`src/rtl/period_meter.sv`:
```
// rtl/period_meter.sv - measures period and high time of an asynchronous square wave in clk cycles
module period_meter #(
  parameter int WIDTH       = 11,
  parameter int SYNC_STAGES = 2,
  parameter int MIN_PERIOD  = 8
) (
  input  logic             clk,
  input  logic             iReset_n,
  input  logic             iEnable,
  input  logic             iSignal,
  output logic [WIDTH-1:0] oPeriod,
  output logic [WIDTH-1:0] oHigh_time,
  output logic             oValid,
  output logic             oTimeout,
  output logic             oGlitch
);

  typedef enum logic [1:0] {IDLE, ARM, MEASURE} state_t;

  localparam logic [WIDTH-1:0] CNT_MAX = '1;
  localparam logic [WIDTH-1:0] MIN_P   = WIDTH'(MIN_PERIOD);

  state_t                 r_state;
  state_t                 w_next;
  logic [SYNC_STAGES-1:0] r_sync;
  logic                   r_prev;
  logic [WIDTH-1:0]       r_cnt;
  logic [WIDTH-1:0]       r_hi;
  logic [WIDTH-1:0]       r_period;
  logic [WIDTH-1:0]       r_high;
  logic                   r_valid;
  logic                   r_timeout;
  logic                   r_glitch;

  logic w_s;
  logic w_rise;
  logic w_fall;
  logic w_start;
  logic w_accept;
  logic w_reject;
  logic w_timeout;

  assign w_s    = r_sync[SYNC_STAGES-1];
  assign w_rise = w_s & ~r_prev;
  assign w_fall = ~w_s & r_prev;

  // Synchroniser chain plus the one-cycle-delayed copy used for edge detection
  always_ff @(posedge clk or negedge iReset_n) begin
    if (!iReset_n) begin
      r_sync <= '0;
      r_prev <= 1'b0;
    end else begin
      r_sync <= {r_sync[SYNC_STAGES-2:0], iSignal};
      r_prev <= w_s;
    end
  end

  // State register
  always_ff @(posedge clk or negedge iReset_n) begin
    if (!iReset_n) r_state <= IDLE;
    else           r_state <= w_next;
  end

  // Next-state logic; a rise in the saturating cycle keeps the measurement alive
  always_comb begin
    w_next = r_state;
    if (!iEnable) begin
      w_next = IDLE;
    end else begin
      case (r_state)
        IDLE:    w_next = ARM;
        ARM:     if (w_rise) w_next = MEASURE;
        MEASURE: if (!w_rise && r_cnt == CNT_MAX) w_next = ARM;
        default: w_next = IDLE;
      endcase
    end
  end

  // Per-cycle decisions derived from state and detected edges
  always_comb begin
    w_start   = iEnable && (r_state == ARM) && w_rise;
    w_accept  = iEnable && (r_state == MEASURE) && w_rise && (r_cnt >= MIN_P);
    w_reject  = iEnable && (r_state == MEASURE) && w_rise && (r_cnt < MIN_P);
    w_timeout = iEnable && (r_state == MEASURE) && !w_rise && (r_cnt == CNT_MAX);
  end

  // Counters and published results; results hold across disable and timeout
  always_ff @(posedge clk or negedge iReset_n) begin
    if (!iReset_n) begin
      r_cnt     <= '0;
      r_hi      <= '0;
      r_period  <= '0;
      r_high    <= '0;
      r_valid   <= 1'b0;
      r_timeout <= 1'b0;
      r_glitch  <= 1'b0;
    end else begin
      r_valid  <= w_accept;
      r_glitch <= w_reject;
      if (!iEnable || r_state == IDLE) begin
        r_cnt <= '0;
      end else if (w_start || w_accept || w_reject) begin
        r_cnt <= {{(WIDTH-1){1'b0}}, 1'b1};
        r_hi  <= '0;
      end else if (w_timeout) begin
        r_cnt     <= '0;
        r_timeout <= 1'b1;
      end else if (r_state == MEASURE) begin
        r_cnt <= r_cnt + 1'b1;
        if (w_fall) r_hi <= r_cnt;
      end
      if (w_accept) begin
        r_period  <= r_cnt;
        r_high    <= r_hi;
        r_timeout <= 1'b0;
      end
    end
  end

  assign oPeriod    = r_period;
  assign oHigh_time = r_high;
  assign oValid     = r_valid;
  assign oTimeout   = r_timeout;
  assign oGlitch    = r_glitch;

endmodule

```
`config.mk`:
```
export PLATFORM = sky130hd
export DESIGN_NAME = period_meter
export DESIGN_NICKNAME = d
export VERILOG_FILES = /design/src/rtl/period_meter.sv
export SDC_FILE = /design/constraint.sdc
export NUM_CORES = 1
export LEC_CHECK = 0
export ABC_CLOCK_PERIOD_IN_PS = 1700
export BUFFER_PORTS_ARGS = -buffer_cell sky130_fd_sc_hd__buf_2
export CAP_MARGIN = 20
export CORE_AREA = 2 2 71 73
export DETAILED_ROUTE_END_ITERATION = 16
export DIE_AREA = 0 0 73 75
export PLACE_DENSITY_LB_ADDON = 0.25
export SETUP_SLACK_MARGIN = 0.02
export SLEW_MARGIN = 20
export SYNTH_ARGS = -nofsm -noshare
export SYNTH_HDL_FRONTEND = slang
export SYNTH_SLANG_ARGS = --single-unit
```
`constraint.sdc`:
```
create_clock -name clk -period 1.7 [get_ports clk]
set_clock_uncertainty 0.15 [all_clocks]
set_input_delay 0 -clock clk [delete_from_list [all_inputs] [get_ports clk]]
set_output_delay 0 -clock clk [all_outputs]
set_load 0.05 [all_outputs]
```
### Word level (Yosys, flattened, before mapping)

Index checks and enable logic that the tools add are counted.

| cells by class | value |
|---|---|
| add/subtract/negate cells | 1 |
| mux-type cells | 16 |
| bitwise gates (word level) | 5 |
| reductions and logical operators | 22 |
| eq/ne operators | 8 |
| magnitude comparators | 2 |

Operator list:

| operator | number |
|---|---|
| 11-bit 2-to-1 mux | 8 |
| 11-bit by 1-bit adder with 11-bit output, second input constant | 1 |
| 11-bit equality test, second input constant | 1 |
| 11-bit by 4-bit >= comparator with 1-bit output, second input constant | 1 |
| 11-bit by 4-bit less-than comparator with 1-bit output, second input constant | 1 |
| 1-bit logical AND | 9 |
| 2-bit 2-to-1 mux | 3 |
| 3-bit != test, second input constant | 2 |
| 2-bit one-hot mux with 3 select lines | 1 |
| 2-bit nonzero test | 3 |
| 1-bit 2-to-1 mux | 4 |
| 2-bit != test, second input constant | 2 |
| 4-bit AND reduction | 1 |
| 4-bit nonzero test | 1 |
| 1-bit logical OR | 3 |
| 1-bit NOT | 3 |
| 3-bit AND reduction | 1 |
| 1-bit AND | 2 |
| 2-bit by 1-bit equality test with 1-bit output, second input constant | 1 |
| 2-bit equality test, second input constant | 1 |
| 1-bit logical NOT | 2 |
| 2-bit logical NOT | 1 |
| 2-bit by 1-bit != test with 1-bit output, second input constant | 1 |
| 2-bit AND reduction | 1 |

| word-level totals | value |
|---|---|
| logic and storage cells | 64 |
| output and inout port bits | 25 |
| flip-flop bits (word level) | 52 |

### Longest topological paths before layout

| depth | value |
|---|---|
| depth in word-level cells | 9 |
| depth in mapped cells | 7 |
| depth with buffers taken out | 5 |

### Worst setup path before layout

No wires, ideal clock.

| timing path | value |
|---|---|
| path kind | reg-to-reg |
| start | reg r_cnt[0] |
| end | reg r_hi[10] |
| path buffers | 2 |
| library setup time | 0.121 ns |
| setup slack | -0.105 ns |
| arrival time | 1.534 ns |
| stages on the path, launching flop included | 8 |
| cell sequence | dfrtp_1 ha_1 and3_1 buf_4 nand4_4 and4b_4 buf_6 a22o_1 |

| between the ends | value |
|---|---|
| cells in the longest elaborated chain, start to end | 6 |

RTL lines:

| what | RTL line | RTL |
|---|---|---|
| start: declaration | 27 | `logic [WIDTH-1:0] r_cnt;` |
| start signal: assignment | 103 | `r_cnt <= {{(WIDTH-1){1'b0}}, 1'b1};` |
| start signal: assignment | 109 | `r_cnt <= r_cnt + 1'b1;` |
| 11-bit by 4-bit >= comparator with 1-bit output | 82 | `w_accept = iEnable && (r_state == MEASURE) && w_rise && (r_cnt >= MIN_P);` |
| 1-bit logical AND | 82 |  |
| 1-bit logical OR (2 in series) | 102 | `end else if (w_start \|\| w_accept \|\| w_reject) begin` |
| 2-bit by 1-bit != test with 1-bit output (no line) or 2-bit nonzero test (tied branches) | n/a |  |
| 4-bit AND reduction (no line) | n/a |  |
| end signal: assignment | 110 | `if (w_fall) r_hi <= r_cnt;` |
| end: declaration | 28 | `logic [WIDTH-1:0] r_hi;` |

Parallel ways exist; a longest one is shown, timed or not.
A chain may end at the register's enable or synchronous reset.

### Worst setup path after layout

| timing path | value |
|---|---|
| start | reg r_state[0] |
| end | reg r_period[4], in the netlist oPeriod[4] |

| between the ends | value |
|---|---|
| cells in the longest elaborated chain, start to end | 4 |

RTL lines:

| what | RTL line | RTL |
|---|---|---|
| start: declaration | 23 | `state_t r_state;` |
| start signal: assignment | 61 | `else r_state <= w_next;` |
| 2-bit equality test | 82 |  |
| 1-bit logical AND (3 in series) | 82 |  |
| end signal: assignment | 113 | `r_period <= r_cnt;` |
| end: declaration | 29 | `logic [WIDTH-1:0] r_period;` |

No other way between the ends.

==> results.md <==
* Status: finished with violations
* Failing checks: setup timing
* RSZ-0062 raised after global routing: true
* Storage cell area at 1300 sq um
* Antenna-violating nets left at 0
* Largest net degree at the start of global routing at 53
* IO Port Bufs at 28
* Die Wd at 73 microns
* Vias in the first global route at 1619
* Cells after DPL at 275
* Max Fclk at 0.580 GHz
* Routed len/inst at 17.7 microns
* Area after DPL at 2670 sq um
* Startpoint class of the critical path: flop
* GR Util met2 at 32.5%
* Area grow syn2layout at 28.5%
* Post-Syn Area at 2300 sq um
* DR vias/cell at 5.73
* Synth top area share at 56.6%
* GP Congestion at 0.854
* Main combinational cell family by area after synthesis: multiplexers
* Netlist cell types at 40
* Yosys reg bits at 52
* Final setup viols at 18
* Syn nets at 181
* Max Root-Sink Buffers at 2
* Average size of a mapped cell at 13.1 sq um
* Initial Util at 49.3%
* Synth Area in Adders at 1.09%
* Finished layout cell area at 2960 sq um
* Clock-pin slew on the worst setup and hold paths at 0.09 ns
* Compound-cell area share of the yosys netlist at 10.8%
* Post-DP HPWL at 3.32 mm
* Number of flops mapped to enable cells by yosys at 0
* Post-synth top flop: dfrtp_1
* Final period utilization at 101%
* Fin nets at 246
* Fill count at 349
* H-tree levels at 2
* Finished Layout Cells at 295
* Cell taking the most area after synthesis: dfrtp_1
* Crit path arrival time at 1.77 ns
* Measured slew at the worst slew-check pin at 0.342 ns
* CP Capture Type: flop
* Gr usage total at 19.6%
* Mapped Cells at 175
* Antenna violations before repair at 0
* Mux contribution to synthesized area at 14.6%
* HP Class: in2async
* Met1 Track Usage GR at 25.7%
* Diode count at 0
* Async set-reset flop share out of synthesis at 100%
* YS warnings at 0
* Leakage power total at 1.48 nW
* Clock Sinks at 52
* Dominant cells by area after synthesis: dfrtp_1 (57%), mux2_4 (12%), a22o_1 (4.2%), buf_6 (2.0%), mux2_2 (2.0%)
* Final slew viol count at 0
* Max Cap Viol at 0
* IO Pins at 29
* CTS Buf Count at 5
* Simple-gate share of the synthesized area at 11.5%
* Die area at 5480 sq um
* Initial DRT Pass Iterations at 4
* DR DRC count at 0
* Die Ht at 75 microns
* Gr ovfl total at 0
* Cell Rows at 25
* Minimum clock period at 1.72 ns
* Most used routing layer: met2
* Critical Path RT at 1.75 ns
* Post-Synth XOR/XNOR Area at 1.14%
* Worst Path Class, Setup: reg2reg
* Routed WL at 5.22 mm
* Relative slew slack at 77.2%
* Worst-Skew Late Latency at 0.31 ns
* Hold WS at 0.0553 ns
* Final hold vios at 0
* CTS tree: built
* Met3 Use GR at 4.28%
* Multi-input gate area at 940 sq um
* IR drop worst, VDD at 0.452 mV
* Root buffer cell: clkbuf_8
* Core ar. at 4660 sq um
* Pwr per Cell Area at 802 nW/um^2
* Layout cell share with drive strength beyond 1 at 45.6%
* Vias at 1691
* Place WS at -0.0634 ns
* Number of DRC violations after detailed-routing iteration 0 at 116
* Critical-path maximum fanout at 17
* Slack of the critical path at -0.0238 ns
* Post-synthesis sequential area ratio at 56.6%
* First-pass GRT wire length at 8.02 mm
state kept, by name, indices dropped and copies added (netlist names):
| register | cells |
|---|---|
| oHigh_time | 11 |
| oPeriod | 11 |
| r_cnt | 11 |
| r_hi | 11 |
| r_state | 2 |
| r_sync | 2 |
| oGlitch | 1 |
| oTimeout | 1 |
| oValid | 1 |
| r_prev | 1 |
cell families (layout without fill, tap and decap cells):
| kind of cell | count (synthesis) | after routing |
|---|---|---|
| flops | 52 | 52 |
| simple gates | 43 | 43 |
| compound gates | 36 | 36 |
| mux | 24 | 24 |
| buf+inv | 15 | 81 |
| xor+xnor | 3 | 3 |
| fa+ha+maj | 2 | 2 |
worst max-delay path, cell delays in order (launching register included):
cell and delay, ns:
dfrtp_1 0.40, and3b_1 0.25, nand2_2 0.08, a21oi_2 0.21
buf_12 0.21, mux2_4 0.31
synthesized netlist by cell type, drive strengths merged, types with 2 or more instances:
library cell,number
nor2,5
buf,10
nand3b,4
o22ai,2
a21oi,7
a22o,11
and3,3
ha,2
nor4,2
dfrtp,52
mux2i,2
nor3,2
o21ai,5
nand2,9
inv,5
mux2,22
nand4,2
o211ai,3
a31oi,6
xnor2,2
nand3,6
power breakdown:
group	switching [mW]	total, mW	leakage [nW]	internal (mW)
clock	0.424	1.02	0.0687	0.592
combinational	0.0637	0.105	0.702	0.0416
sequential	0.00420	1.25	0.709	1.24
total	0.492	2.37	1.48	1.88
per-layer routing:
metal	wire length, microns	part of all wire, %
met5	0	0
met4	93	1.8
met3	201	3.8
met2	2660	51
met1	2270	43
worst paths after layout:
kind / startpoint / end / slack (ns) / cells after the start
setup / recovery: r_state[0] / oPeriod[4] / -0.02 / 5
hold / removal: iReset_n / oHigh_time[9] / 0.06 / 3
setup reg to reg: r_state[0] / oPeriod[4] / -0.02 / 5
hold reg to reg: r_sync[0] / r_sync[1] / 0.21 / 0
max in group asynchronous: iReset_n / r_cnt[4] / 1.11 / 3
min in group clk: iSignal / r_sync[0] / 0.17 / 2
through the flow:
stage	util [%]	TNS, ns	power [mW]
floorplan	-	-1.92	1.31
global placement	57.3	-1.20	1.36
detailed placement	57.3	-1.06	1.37
CTS	62.3	-0.356	2.38
global route	63.4	-1.35	2.45
finish	63.4	-0.225	2.37
layout by cell type (no fill, tap or decap), drive strengths merged, types with 4 or more instances in the layout:
| master | instances |
|---|---|
| nand2 | 9 |
| nor2 | 5 |
| o21ai | 5 |
| a31oi | 6 |
| dfrtp | 52 |
| buf | 65 |
| mux2 | 22 |
| clkbuf | 5 |
| a22o | 11 |
| a21oi | 7 |
| nand3b | 4 |
| inv | 6 |
| nand3 | 6 |
layout make-up:
cell class              count  share of cell area [%]
flip-flops and latches     52                    44.1
multi-input cells         108                    31.8
repair buffers             68                    16.5
clock buffers               5                    2.33
clock inverters             3                    2.33
well taps                  54                    2.29
inverters                   5                   0.635
timing repair:
| item | 4_1_cts | 5_1_grt |
|---|---|---|
| endpoints found under the hold margin | 57 | 0 |
| pin swaps | 0 | 8 |
| resized for setup | 11 | 7 |
| endpoints found under the setup margin | 34 | 38 |
| setup buffers | 4 | 5 |
| cloned | 1 | 0 |
| hold buffers | 3 | 0 |
(Power assumes the default switching activity.)
